--- src/rtl/ex_stage_pkg.sv ---
// rtl/ex_stage_pkg.sv - shared enums for the execute stage
//   alu_op_e    : operation handed to the alu
//   src_a_sel_e : alu operand A source (rs1 / pc / zero)
//   src_b_sel_e : alu operand B source (rs2 / imm / four)
//   fwd_sel_e   : which pipeline stage supplies a source register
package ex_stage_pkg;

  typedef enum logic [3:0] {
    ALU_ADD,
    ALU_SUB,
    ALU_AND,
    ALU_OR,
    ALU_XOR,
    ALU_SLT,
    ALU_SLTU,
    ALU_SLL,
    ALU_SRL,
    ALU_SRA
  } alu_op_e;

  typedef enum logic [1:0] {
    SRC_A_RS1,
    SRC_A_PC,
    SRC_A_ZERO
  } src_a_sel_e;

  typedef enum logic [1:0] {
    SRC_B_RS2,
    SRC_B_IMM,
    SRC_B_FOUR
  } src_b_sel_e;

  typedef enum logic [1:0] {
    FWD_NONE,
    FWD_EX,
    FWD_MEM,
    FWD_WB
  } fwd_sel_e;

endpackage

--- src/rtl/ex_fwd_mux.sv ---
// rtl/ex_fwd_mux.sv - per-source-register forward select (macro RISCV_FWD_EN)
//   rs_addr/rs_data          : source index and S1-latched register data
//   ex_*/mem_*/wb_*          : writer valid, destination index and data per stage
//   sel                      : youngest matching stage, FWD_NONE if none or x0
//   value                    : operand value (bypassed only when RISCV_FWD_EN)
module ex_fwd_mux
  import ex_stage_pkg::*;
#(
  parameter int XLEN  = 32,
  parameter int RF_AW = 5
) (
  input  logic [RF_AW-1:0] rs_addr,
  input  logic [XLEN-1:0]  rs_data,
  input  logic             ex_valid,
  input  logic [RF_AW-1:0] ex_rd,
  input  logic [XLEN-1:0]  ex_data,
  input  logic             mem_valid,
  input  logic [RF_AW-1:0] mem_rd,
  input  logic [XLEN-1:0]  mem_data,
  input  logic             wb_valid,
  input  logic [RF_AW-1:0] wb_rd,
  input  logic [XLEN-1:0]  wb_data,
  output fwd_sel_e         sel,
  output logic [XLEN-1:0]  value
);

  // x0 never matches, so a write to x0 can never leak into a reader.
  always_comb begin
    sel = FWD_NONE;
    if (rs_addr != '0) begin
      if (ex_valid && (ex_rd == rs_addr))
        sel = FWD_EX;
      else if (mem_valid && (mem_rd == rs_addr))
        sel = FWD_MEM;
      else if (wb_valid && (wb_rd == rs_addr))
        sel = FWD_WB;
    end
  end

`ifdef RISCV_FWD_EN
  always_comb begin
    value = '0;
    if (rs_addr != '0) begin
      case (sel)
        FWD_EX:  value = ex_data;
        FWD_MEM: value = mem_data;
        FWD_WB:  value = wb_data;
        default: value = rs_data;
      endcase
    end
  end
`else
  // Without bypassing, sel is only used by the top to stall.
  logic unused_fwd_data;
  assign unused_fwd_data = ^{ex_data, mem_data, wb_data};
  assign value = (rs_addr == '0) ? '0 : rs_data;
`endif

endmodule

--- src/rtl/ex_stage.sv ---
// rtl/ex_stage.sv - execute stage: ID/EX latch, RAW resolution, EX/MEM latch (macro RISCV_FWD_EN)
//   clk, rst_n                : clock, asynchronous active-low reset
//   flush                     : kill S1 and EX/MEM next edge
//   id_*                      : decoded instruction with valid/ready handshake
//   mem_fwd_*, wb_fwd_*       : later-stage results for forwarding / hazard checks
//   alu_src_a/b, alu_op       : combinational drive to the alu; alu_result returns same cycle
//   ex_*                      : EX/MEM register with valid/ready handshake toward MEM
//   RISCV_FWD_EN defined      : bypass from EX/MEM, MEM, WB
//   RISCV_FWD_EN undefined    : stall until the register file holds the operand
module ex_stage
  import ex_stage_pkg::*;
#(
  parameter int XLEN  = 32,
  parameter int RF_AW = 5
) (
  input  logic             clk,
  input  logic             rst_n,
  input  logic             flush,
  input  logic             id_valid,
  output logic             id_ready,
  input  logic [XLEN-1:0]  id_pc,
  input  logic [RF_AW-1:0] id_rs1_addr,
  input  logic [RF_AW-1:0] id_rs2_addr,
  input  logic [RF_AW-1:0] id_rd_addr,
  input  logic [XLEN-1:0]  id_rs1_data,
  input  logic [XLEN-1:0]  id_rs2_data,
  input  logic [XLEN-1:0]  id_imm,
  input  alu_op_e          id_alu_op,
  input  src_a_sel_e       id_src_a_sel,
  input  src_b_sel_e       id_src_b_sel,
  input  logic             id_reg_write,
  input  logic             mem_fwd_valid,
  input  logic [RF_AW-1:0] mem_fwd_rd,
  input  logic [XLEN-1:0]  mem_fwd_data,
  input  logic             mem_fwd_busy,
  input  logic             wb_fwd_valid,
  input  logic [RF_AW-1:0] wb_fwd_rd,
  input  logic [XLEN-1:0]  wb_fwd_data,
  output logic [XLEN-1:0]  alu_src_a,
  output logic [XLEN-1:0]  alu_src_b,
  output alu_op_e          alu_op,
  input  logic [XLEN-1:0]  alu_result,
  output logic             ex_valid,
  input  logic             ex_ready,
  output logic [XLEN-1:0]  ex_pc,
  output logic [XLEN-1:0]  ex_result,
  output logic [XLEN-1:0]  ex_store_data,
  output logic [RF_AW-1:0] ex_rd_addr,
  output logic             ex_reg_write
);

  logic             s1_valid;
  logic [XLEN-1:0]  s1_pc;
  logic [XLEN-1:0]  s1_imm;
  logic [XLEN-1:0]  s1_rs1_data;
  logic [XLEN-1:0]  s1_rs2_data;
  logic [RF_AW-1:0] s1_rs1_addr;
  logic [RF_AW-1:0] s1_rs2_addr;
  logic [RF_AW-1:0] s1_rd_addr;
  alu_op_e          s1_alu_op;
  src_a_sel_e       s1_src_a_sel;
  src_b_sel_e       s1_src_b_sel;
  logic             s1_reg_write;

  fwd_sel_e         rs1_sel;
  fwd_sel_e         rs2_sel;
  logic [XLEN-1:0]  fwd_rs1;
  logic [XLEN-1:0]  fwd_rs2;

  logic             rs1_used;
  logic             busy_stall;
  logic             raw_stall;
  logic             hazard_stall;
  logic             s1_adv;

  // The latched operands act as a copy of the register file: a WB write
  // landing at or after acceptance must update them, otherwise a value that
  // retires while the instruction waits in S1 would be lost.
  logic             wb_hit_id_rs1;
  logic             wb_hit_id_rs2;
  logic             wb_hit_s1_rs1;
  logic             wb_hit_s1_rs2;

  assign wb_hit_id_rs1 = wb_fwd_valid && (wb_fwd_rd == id_rs1_addr) && (id_rs1_addr != '0);
  assign wb_hit_id_rs2 = wb_fwd_valid && (wb_fwd_rd == id_rs2_addr) && (id_rs2_addr != '0);
  assign wb_hit_s1_rs1 = wb_fwd_valid && (wb_fwd_rd == s1_rs1_addr) && (s1_rs1_addr != '0);
  assign wb_hit_s1_rs2 = wb_fwd_valid && (wb_fwd_rd == s1_rs2_addr) && (s1_rs2_addr != '0);

  ex_fwd_mux #(.XLEN(XLEN), .RF_AW(RF_AW)) u_fwd_rs1 (
    .rs_addr   (s1_rs1_addr),
    .rs_data   (s1_rs1_data),
    .ex_valid  (ex_valid && ex_reg_write),
    .ex_rd     (ex_rd_addr),
    .ex_data   (ex_result),
    .mem_valid (mem_fwd_valid),
    .mem_rd    (mem_fwd_rd),
    .mem_data  (mem_fwd_data),
    .wb_valid  (wb_fwd_valid),
    .wb_rd     (wb_fwd_rd),
    .wb_data   (wb_fwd_data),
    .sel       (rs1_sel),
    .value     (fwd_rs1)
  );

  ex_fwd_mux #(.XLEN(XLEN), .RF_AW(RF_AW)) u_fwd_rs2 (
    .rs_addr   (s1_rs2_addr),
    .rs_data   (s1_rs2_data),
    .ex_valid  (ex_valid && ex_reg_write),
    .ex_rd     (ex_rd_addr),
    .ex_data   (ex_result),
    .mem_valid (mem_fwd_valid),
    .mem_rd    (mem_fwd_rd),
    .mem_data  (mem_fwd_data),
    .wb_valid  (wb_fwd_valid),
    .wb_rd     (wb_fwd_rd),
    .wb_data   (wb_fwd_data),
    .sel       (rs2_sel),
    .value     (fwd_rs2)
  );

  // rs2 is always live because it doubles as store data.
  assign rs1_used   = (s1_src_a_sel == SRC_A_RS1);
  assign busy_stall = mem_fwd_busy && (mem_fwd_rd != '0) &&
                      ((rs1_used && (s1_rs1_addr == mem_fwd_rd)) || (s1_rs2_addr == mem_fwd_rd));

`ifdef RISCV_FWD_EN
  logic unused_fwd_sel;
  assign unused_fwd_sel = ^{rs1_sel, rs2_sel};
  assign raw_stall      = 1'b0;
`else
  assign raw_stall = (rs1_used && (rs1_sel != FWD_NONE)) || (rs2_sel != FWD_NONE);
`endif

  assign hazard_stall = s1_valid && (busy_stall || raw_stall);
  assign s1_adv       = s1_valid && !hazard_stall && (!ex_valid || ex_ready);
  assign id_ready     = !s1_valid || s1_adv;

  always_comb begin
    alu_src_a = fwd_rs1;
    case (s1_src_a_sel)
      SRC_A_PC:   alu_src_a = s1_pc;
      SRC_A_ZERO: alu_src_a = '0;
      default:    alu_src_a = fwd_rs1;
    endcase
    alu_src_b = fwd_rs2;
    case (s1_src_b_sel)
      SRC_B_IMM:  alu_src_b = s1_imm;
      SRC_B_FOUR: alu_src_b = XLEN'(4);
      default:    alu_src_b = fwd_rs2;
    endcase
    alu_op = s1_valid ? s1_alu_op : ALU_ADD;
  end

  // ID/EX register
  always_ff @(posedge clk or negedge rst_n) begin
    if (!rst_n) begin
      s1_valid     <= 1'b0;
      s1_pc        <= '0;
      s1_imm       <= '0;
      s1_rs1_data  <= '0;
      s1_rs2_data  <= '0;
      s1_rs1_addr  <= '0;
      s1_rs2_addr  <= '0;
      s1_rd_addr   <= '0;
      s1_alu_op    <= ALU_ADD;
      s1_src_a_sel <= SRC_A_RS1;
      s1_src_b_sel <= SRC_B_RS2;
      s1_reg_write <= 1'b0;
    end else if (flush) begin
      s1_valid <= 1'b0;
    end else if (id_valid && id_ready) begin
      s1_valid     <= 1'b1;
      s1_pc        <= id_pc;
      s1_imm       <= id_imm;
      s1_rs1_data  <= wb_hit_id_rs1 ? wb_fwd_data : id_rs1_data;
      s1_rs2_data  <= wb_hit_id_rs2 ? wb_fwd_data : id_rs2_data;
      s1_rs1_addr  <= id_rs1_addr;
      s1_rs2_addr  <= id_rs2_addr;
      s1_rd_addr   <= id_rd_addr;
      s1_alu_op    <= id_alu_op;
      s1_src_a_sel <= id_src_a_sel;
      s1_src_b_sel <= id_src_b_sel;
      s1_reg_write <= id_reg_write;
    end else begin
      if (s1_adv)
        s1_valid <= 1'b0;
      if (wb_hit_s1_rs1)
        s1_rs1_data <= wb_fwd_data;
      if (wb_hit_s1_rs2)
        s1_rs2_data <= wb_fwd_data;
    end
  end

  // EX/MEM register; data holds whenever nothing new advances into it.
  always_ff @(posedge clk or negedge rst_n) begin
    if (!rst_n) begin
      ex_valid      <= 1'b0;
      ex_pc         <= '0;
      ex_result     <= '0;
      ex_store_data <= '0;
      ex_rd_addr    <= '0;
      ex_reg_write  <= 1'b0;
    end else if (flush) begin
      ex_valid <= 1'b0;
    end else if (s1_adv) begin
      ex_valid      <= 1'b1;
      ex_pc         <= s1_pc;
      ex_result     <= alu_result;
      ex_store_data <= fwd_rs2;
      ex_rd_addr    <= s1_rd_addr;
      ex_reg_write  <= s1_reg_write;
    end else if (ex_ready) begin
      ex_valid <= 1'b0;
    end
  end

endmodule

--- config.mk ---
export PLATFORM = sky130hd
export DESIGN_NAME = ex_stage
export DESIGN_NICKNAME = d
export VERILOG_FILES = /design/src/rtl/ex_stage_pkg.sv /design/src/rtl/ex_fwd_mux.sv /design/src/rtl/ex_stage.sv
export SDC_FILE = /design/constraint.sdc
export NUM_CORES = 1
export LEC_CHECK = 0
export CORE_ASPECT_RATIO = 0.5
export CORE_UTILIZATION = 46
export DETAILED_ROUTE_END_ITERATION = 16
export GPL_ROUTABILITY_DRIVEN = 1
export GPL_TIMING_DRIVEN = 0
export PLACE_DENSITY = 0.79
export REMOVE_ABC_BUFFERS = 1
export SLEW_MARGIN = 20
export SYNTH_ARGS = -nofsm -noshare
export SYNTH_HDL_FRONTEND = slang
export SYNTH_SLANG_ARGS = --single-unit
--- constraint.sdc ---
create_clock -name clk -period 3.28 [get_ports clk]
set_input_delay 0.492 -clock clk [delete_from_list [all_inputs] [get_ports clk]]
set_output_delay 0.492 -clock clk [all_outputs]
set_load 0.1 [all_outputs]
==> results of run 1 <==
## cell type report
type                            instances  area [um2]  share of cell area (%)
Inverter                               37         139                   0.772
Antenna cell                            3        7.51                  0.0417
Clock inverter                         14         206                    1.15
Multi-Input combinational cell        595        5620                    31.2
Clock buffer                           32         672                    3.74
Timing Repair Buffer                  429        4500                    25.0
Sequential cell                       256        6410                    35.6
Tap cell                              352         440                    2.45
## worst register-to-register path: stages, from the launching register on
cell,delay [ns]
sky130_fd_sc_hd__dfrtp_1,0.49
sky130_fd_sc_hd__xor2_1,0.18
sky130_fd_sc_hd__nor4_1,0.07
sky130_fd_sc_hd__and3_1,0.22
sky130_fd_sc_hd__o311ai_0,0.55
sky130_fd_sc_hd__a41oi_1,0.37
sky130_fd_sc_hd__a21oi_4,0.35
sky130_fd_sc_hd__buf_16,0.21
sky130_fd_sc_hd__buf_16,0.18
sky130_fd_sc_hd__mux2_2,0.36
## per-stage QoR
stage | hold slack [ns] | std cells | TNS (ns) | worst slack (ns) | cell area, um2
after floorplan | 0.196 | 886 | -480.76 | -2.50 | 12000
after global placement | 0.483 | 1643 | -3408.56 | -9.13 | 16500
after detailed placement | 0.487 | 1660 | -116.87 | -1.02 | 17000
after CTS | 0.502 | 1710 | -0.0154 | -0.0154 | 17900
after global routing | 0.518 | 1718 | -0.157 | -0.0244 | 18000
final | 0.499 | 1718 | 0 | 0.0291 | 18000
## logic make-up (layout without fill, tap and decap cells)
group / Yosys count / count (layout)
AND/OR/NAND/NOR: 151 / 152
adder cells (fa/ha/maj): 4 / 4
multiplexers: 254 / 254
buffers and inverters: 111 / 512
flip-flops: 256 / 256
XOR/XNOR: 38 / 38
other: 0 / 3
AO/OA/AOI/OAI: 146 / 147
## power by group
| part | switching [mW] | internal, mW | leakage [nW] |
|---|---|---|---|
| sequential | 0.625 | 4.07 | 3.04 |
| combinational | 7.57 | 2.69 | 4.41 |
| clock | 1.34 | 1.79 | 0.415 |
## routing by layer
layer  global-route usage [%]  vias up  part of all wire (%)
li1                         -     4253                     -
met1                     37.9     5055                    42
met2                     47.0      325                    48
met3                     4.72       99                   5.8
met4                     11.5        0                   4.0
met5                        0        -                     0
## cells in the final DEF (no fill, tap or decap), types with 7 or more instances in the layout
cell	Yosys	layout
sky130_fd_sc_hd__a22o_1	63	63
sky130_fd_sc_hd__a32o_1	64	64
sky130_fd_sc_hd__and2_1	73	71
sky130_fd_sc_hd__buf_16	0	12
sky130_fd_sc_hd__buf_2	18	9
sky130_fd_sc_hd__buf_4	0	26
sky130_fd_sc_hd__clkbuf_16	0	25
sky130_fd_sc_hd__clkdlybuf4s15_2	0	31
sky130_fd_sc_hd__clkdlybuf4s50_1	0	337
sky130_fd_sc_hd__dfrtp_1	256	256
sky130_fd_sc_hd__inv_1	37	37
sky130_fd_sc_hd__mux2_2	203	203
sky130_fd_sc_hd__mux2_4	20	20
sky130_fd_sc_hd__mux2i_1	31	31
sky130_fd_sc_hd__nand2_1	42	39
sky130_fd_sc_hd__nor2_1	7	7
sky130_fd_sc_hd__nor3_1	11	9
sky130_fd_sc_hd__xnor2_1	12	12
sky130_fd_sc_hd__xor2_1	26	26
## final timing paths
path                                       startpoint  slack (ns)                    endpoint  cells after the start
hold reg to reg              s1_alu_op[3]$_DFFE_PN0P_        0.50    s1_alu_op[3]$_DFFE_PN0P_                      1
hold / removal               s1_alu_op[3]$_DFFE_PN0P_        0.50    s1_alu_op[3]$_DFFE_PN0P_                      1
max in group asynchronous                       rst_n        1.82  s1_rs1_addr[1]$_DFFE_PN0P_                      3
min in group asynchronous                       rst_n        0.51       ex_pc[30]$_DFFE_PN0P_                      2
setup reg to reg           s1_rs1_addr[3]$_DFFE_PN0P_        0.21  s1_rs2_data[8]$_DFFE_PN0P_                      9
setup / recovery                         wb_fwd_rd[1]        0.03                    id_ready                      8
## flip-flops by register name, indices dropped and copies added (netlist names), 32 cells and up
signal         cells
ex_pc             32
ex_result         32
ex_store_data     32
s1_imm            32
s1_pc             32
s1_rs1_data       32
s1_rs2_data       32
## timing repair
item	in CTS	in global routing
setup buffers	3	3
gates resized for setup	276	10
endpoints found under the setup margin	97	170
cloned	0	2
pin swaps	1	3
hold endpoints to repair	71	0
hold buffers	1	0
==> impl_metrics.ini, run 1 <==
[status]
run_status = complete, but fails checks
violations = design-rule violations

[floorplan]
initial_utilization_pct = 46.8
dieWidth_um = 234
ios = 438
rows = 42
core_area_um2 = 26400
floorplan.die.height_um = 118
die-area_um2 = 27600

[setup_path]
worst-path-buf-inv = 3
crit_required_ns = 2.79
critical-path-top-delay-family = buffers and inverters
critical_path.startpoint_type = input pin
path_cells = clkdlybuf4s50_1 > xor2_1 > nor4_1 > and3_1 > o311a_4 > o41ai_4 > buf_4 > buf_8
cpPeakStageDelay_ns = 0.62
worstSetupPathType = input pin to output port
worst_ep_arrival_time_ns = 2.76
critical-path-slowest-cell = sky130_fd_sc_hd__clkdlybuf4s50_1
cp_max_fo = 5
endpoint_kind = output port

[timing]
timing.max_slew.rel_slack_pct = 29.0
timing_hold_violations_final = 0
fmaxAchievable_mhz = 308
report.final.slew_viol_count = 0
period_needed_ns = 3.25
worst_clock_skew_ns = 0.0187
setup_viol_count_final = 0
final_min_period_over_clock_period_pct = 99.1
worst_pin_slew_ns = 1.06

[detailed_routing]
first_pass_iters = 11
detail-route-antenna-nets = 0
dr.first_iter.drc_count = 638
average_via_count_per_standard_cell = 5.66
wl_per_cell_um = 23.8
via_count = 9732
detail_route.drc_violations = 8
routed_wirelength_mm = 40.9

[synth]
yosys.area_share.simple_pct = 6.64
yosys_register_bits = 256
combinational_family_with_the_most_area_after_synthesis = multiplexers
synth_area_per_cell_um2 = 12.9
synth_compound_gate_area_share_pct = 10.9
netlist.area_leader.share_pct = 51.8
syn-instance-count = 960
synthMostInstantiatedCell = sky130_fd_sc_hd__dfrtp_1
synthesis.yosys.warnings = 0
yosysTopAreaCell = sky130_fd_sc_hd__dfrtp_1
synth-adder-area-share_pct = 0.404
synth-main-ff-cell = sky130_fd_sc_hd__dfrtp_1
synth.cell_area_um2 = 12400
async_reset_ff_share_pct = 100
number_of_flops_mapped_to_enable_cells_by_yosys = 0
yosysUniqueCellTypes = 38
ys_seq_area_share_pct = 51.8
yosys.area_share.xor_xnor_pct = 2.69
post_synth_most_frequent_cells = sky130_fd_sc_hd__dfrtp_1 (256), sky130_fd_sc_hd__mux2_2 (203), sky130_fd_sc_hd__and2_1 (73)
yosys-mux-area-fraction_pct = 23.4
ys_top_cells_by_area = sky130_fd_sc_hd__dfrtp_1 (52%), sky130_fd_sc_hd__mux2_2 (18%), sky130_fd_sc_hd__a32o_1 (5.2%)

[flow_run]
maxCapViolCount = 0

[layout]
final_core_util_pct = 68.1
syn_to_final_growth_pct = 45.3
final_layout_net_count = 1614
filler_cell_count = 1922
layout-drive-gt1-share_pct = 27.4

[global_routing]
grt_use_total_pct = 28.7
globalRouteOverflowTotal = 0
first_global_vias = 10279
grt_max_degree = 100
grt_antenna_before_repair = 3
grt_first_pass_wirelength_mm = 60.5

[placed_design]
io_buffers = 405
dp.final_hpwl_mm = 28.0
last_weighted_congestion_value_of_the_routability_driven_placer = 0.872

[cts]
tritoncts = built
worstSkewPairLatency_ns = 0.55
clock_sinks = 256
cts_inserted_buffers = 25
cts.htree.levels = 1
clk_transition_reported_paths_ns = 0.06
clockBufferDepth = 3
clock-root-buffer = sky130_fd_sc_hd__clkbuf_16

[min_path]
hold_crit_class = register to register

[power_and_ir_drop]
leakage_nw = 7.87
vdd.ir_drop.worst_uv = 746
power_per_cell_area_nw_per_um2 = 1010
totalPowerFinal_mw = 18.1
Note: power is estimated with default switching activity, not from simulation.
==> inputs of run 2 (changes only) <==
Settings changed: ABC_AREA set to 1, CTS_CLUSTER_DIAMETER set to 120, GPL_TIMING_DRIVEN 0 to unset, PLACE_DENSITY 0.79 to 0.78.
==> run 2 against run 1 <==
The flow now finishes without violations. Clock skew fell by 0.0081 ns. Critical path depth is 3 higher. Register-to-register slack better by 0.40 ns. Die area is 2.6% higher. Design area grew 3.6%. Synthesized cell count up 77%. Global-route usage increased by 0.82 points. Non-clock buffer count is 14 higher. Maximum frequency increased by 6.6%. Count of clock-buffer cells in the layout increased by 2. Critical path type is now register to output port.
==> impl_metrics.ini, run 2 <==
[timing]
fmaxAchievable_mhz = 328
period_needed_ns = 3.05
setup_viol_count_final = 0
whs_ns = 0.468
worst_pin_slew_ns = 1.01
worst_clock_skew_ns = 0.0106
timing.max_slew.rel_slack_pct = 32.3
unrepaired_setup_endpoints_after_global_routing = no
final_min_period_over_clock_period_pct = 93.0
timing_hold_violations_final = 0
report.final.slew_viol_count = 0

[setup_path]
most_frequent_cell_on_critical_path = sky130_fd_sc_hd__nand2_1
cp_max_fo = 8
critical_path.reg2reg.endpoint = s1_imm[22]$_DFFE_PN0P_
path_cells = inv_1 > nand2_1 > nand2_1 > nor2_1 > nand3_1 > nand2_1 > o21bai_2 > nand4_2 > nand2_2 > buf_4 > buf_12
worst_r2r_path_depth = 14
worstSetupPathType = register to output port
worst-path-buf-inv = 3
critical_path.startpoint_type = register
critical-path-slowest-cell = sky130_fd_sc_hd__dfrtp_1
critical_path.reg2reg.startpoint = s1_rs1_addr[2]$_DFFE_PN0P_
cpPeakStageDelay_ns = 0.46
critical-path-top-delay-family = simple AND/OR/NAND/NOR gates
crit_required_ns = 2.79
endpoint_kind = output port
worst_ep_arrival_time_ns = 2.56
reg2reg_setup_slack_ns = 0.61

[synth]
yosysTopAreaCell = sky130_fd_sc_hd__dfrtp_1
synthMostInstantiatedCell = sky130_fd_sc_hd__nand2_1
netlist.area_leader.share_pct = 50.4
synth-main-ff-cell = sky130_fd_sc_hd__dfrtp_1
post_synth_most_frequent_cells = sky130_fd_sc_hd__nand2_1 (703), sky130_fd_sc_hd__dfrtp_1 (256), sky130_fd_sc_hd__inv_1 (138), sky130_fd_sc_hd__nand3_1 (138), sky130_fd_sc_hd__o21ai_0 (123)
synth.cell_area_um2 = 12700
number_of_flops_mapped_to_enable_cells_by_yosys = 0
synthesis.yosys.warnings = 0
synth_area_per_cell_um2 = 7.49
ys_seq_area_share_pct = 50.4
ys_top_cells_by_area = sky130_fd_sc_hd__dfrtp_1 (50%), sky130_fd_sc_hd__nand2_1 (21%), sky130_fd_sc_hd__nand3_1 (5.4%)
syn-instance-count = 1696
yosysUniqueCellTypes = 29
async_reset_ff_share_pct = 100
yosys_register_bits = 256

[cts]
cts.htree.levels = 1
clock_sinks = 256
cts_inserted_buffers = 25
quantity_of_hold_fixing_buffers_added_after_cts = 1
clk_transition_reported_paths_ns = 0.07
tritoncts = built
worstSkewPairLatency_ns = 0.54
clockBufferDepth = 3
postCtsSetupRepairBufs = 0
clock-root-buffer = sky130_fd_sc_hd__clkbuf_16
cts.repair.resized = 0

[floorplan]
rows = 42
die-area_um2 = 28300
ios = 438
core_area_um2 = 26800
floorplan.die.height_um = 120
initial_utilization_pct = 47.4
dieWidth_um = 237

[detailed_routing]
dr.first_iter.drc_count = 1045
via_count = 12967
average_via_count_per_standard_cell = 5.33
first_pass_iters = 6
routed_wirelength_mm = 42.6
wl_per_cell_um = 17.5
detail-route-antenna-nets = 0
detail_route.drc_violations = 0

[layout]
final_cell_mix = sky130_fd_sc_hd__nand2_1 (703), sky130_fd_sc_hd__clkdlybuf4s50_1 (311), sky130_fd_sc_hd__dfrtp_1 (256), sky130_fd_sc_hd__inv_1 (138), sky130_fd_sc_hd__nand3_1 (136)
syn_to_final_growth_pct = 46.7
mostFrequentLayoutCell = sky130_fd_sc_hd__nand2_1
layout-drive-gt1-share_pct = 8.96
final_layout_net_count = 2328
stdcell_area_um2 = 18600

[power_and_ir_drop]
leakage_nw = 9.20
power.share.switching_pct = 50.5
clock_power_share_pct = 19.2
switching_power_mw = 8.47
seq_power_share_pct = 26.1
vdd.ir_drop.worst_uv = 663
share_comb_of_total_power_pct = 54.7
power_per_cell_area_nw_per_um2 = 900
cell_internal_pwr_mw = 8.30

[global_routing]
grt_first_pass_wirelength_mm = 66.3
grt_max_degree = 110
grt_antenna_before_repair = 6
grt_use_total_pct = 29.5
first_global_vias = 12499
globalRouteOverflowTotal = 0

[placed_design]
place_area_um2 = 17700
last_weighted_congestion_value_of_the_routability_driven_placer = 0.909
io_buffers = 405
dp.final_hpwl_mm = 30.1

[flow_run]
maxCapViolCount = 0

[min_path]
whs_path_depth = 2
worstHoldStart = ex_result[5]$_DFFE_PN0P_
hold_path_end = ex_result[5]$_DFFE_PN0P_
hold_crit_class = register to register

[status]
run_status = completed
-- run 2: cell count changes in the layout (fill, tap and decap cells not counted), sizes merged, moves of 63 or more --
cell,before,now
o22ai,0,65
nand2,42,704
o21ai,2,225
mux2,223,0
a32o,64,0
inv,38,145
buf,55,131
nand3,3,139
and2,73,0
a22o,63,0
-- run 2: power by group through the flow --
stage | clock, mW | sequential (mW) | combinational (mW)
2_1_floorplan | 0 | 7.35 | 3.26
3_3_place_gp | 0 | 4.39 | 9.11
3_5_place_dp | 0 | 4.41 | 9.18
4_1_cts | 3.25 | 4.37 | 9.21
5_1_grt | 3.39 | 4.46 | 9.53
6_report | 3.22 | 4.37 | 9.18
-- run 2: area by class of cell --
type,count,area (um2)
Clock buffer,34,699
Timing Repair Buffer,443,5070
Inverter,144,548
Sequential cell,256,6410
Fill cell,2169,8160
Multi-Input combinational cell,1188,5250
Tap cell,352,440
Antenna cell,6,15.0
Clock inverter,12,206
-- run 2: stage by stage --
stage               power, mW  setup TNS [ns]  cells  setup WS [ns]  util [%]
global route             17.4               0   2435         0.0666      69.5
global placement         13.5               0   2382          0.131      66.1
detailed placement       13.6               0   2382         0.0906      66.1
floorplan                10.6         -328.92   1588          -2.20         -
CTS                      16.8               0   2429          0.246      69.5
finish                   16.8               0   2435          0.229      69.5
-- run 2: kinds of logic (layout without fill, tap and decap cells) --
logic type | count (synthesis) | after routing | synth area share [%]
and+or+nand+nor | 880 | 880 | 27.9
AOI/OAI and AO/OA | 295 | 295 | 12.3
DFF | 256 | 256 | 50.4
buffers and inverters | 252 | 633 | 8.36
xor gates and xnor gates | 9 | 9 | 0.620
adders and majority gates | 4 | 4 | 0.394
other | 0 | 6 | 0
-- run 2: worst max path at each step --
stage	from	end	slack (ns)	cells after the start
floorplan	ex_rd_addr[3]$_DFFE_PN0P_	s1_pc[19]$_DFFE_PN0P_	-2.20	13
global placement	wb_fwd_rd[1]	s1_pc[22]$_DFFE_PN0P_	0.13	14
detailed placement	wb_fwd_rd[1]	s1_pc[23]$_DFFE_PN0P_	0.09	14
CTS	s1_rs1_addr[2]$_DFFE_PN0P_	id_ready	0.25	11
global route	s1_rs1_addr[2]$_DFFE_PN0P_	id_ready	0.07	11
finish	s1_rs1_addr[2]$_DFFE_PN0P_	id_ready	0.23	11
-- run 2: metal layers --
layer  GRT usage [%]  vias up  part of all wire, %
met2            49.2      526                   48
met5               0        -                    0
li1                -     6169                    -
met1            37.8     6139                   41
met4            15.1        0                  5.3
met3            4.42      133                  5.7
-- run 2: worst reg2reg max path: stages (launching register included) --
cell	delay (ns)
sky130_fd_sc_hd__dfrtp_1	0.46
sky130_fd_sc_hd__inv_1	0.18
sky130_fd_sc_hd__nand2_1	0.07
sky130_fd_sc_hd__nand2_1	0.07
sky130_fd_sc_hd__nor2_1	0.04
sky130_fd_sc_hd__nand3_1	0.12
sky130_fd_sc_hd__nand2_1	0.08
sky130_fd_sc_hd__o21bai_2	0.17
sky130_fd_sc_hd__nand4_2	0.16
sky130_fd_sc_hd__nand2_2	0.22
sky130_fd_sc_hd__nand3_4	0.25
sky130_fd_sc_hd__inv_6	0.34
sky130_fd_sc_hd__buf_12	0.24
sky130_fd_sc_hd__nand2_1	0.09
sky130_fd_sc_hd__o21ai_1	0.10
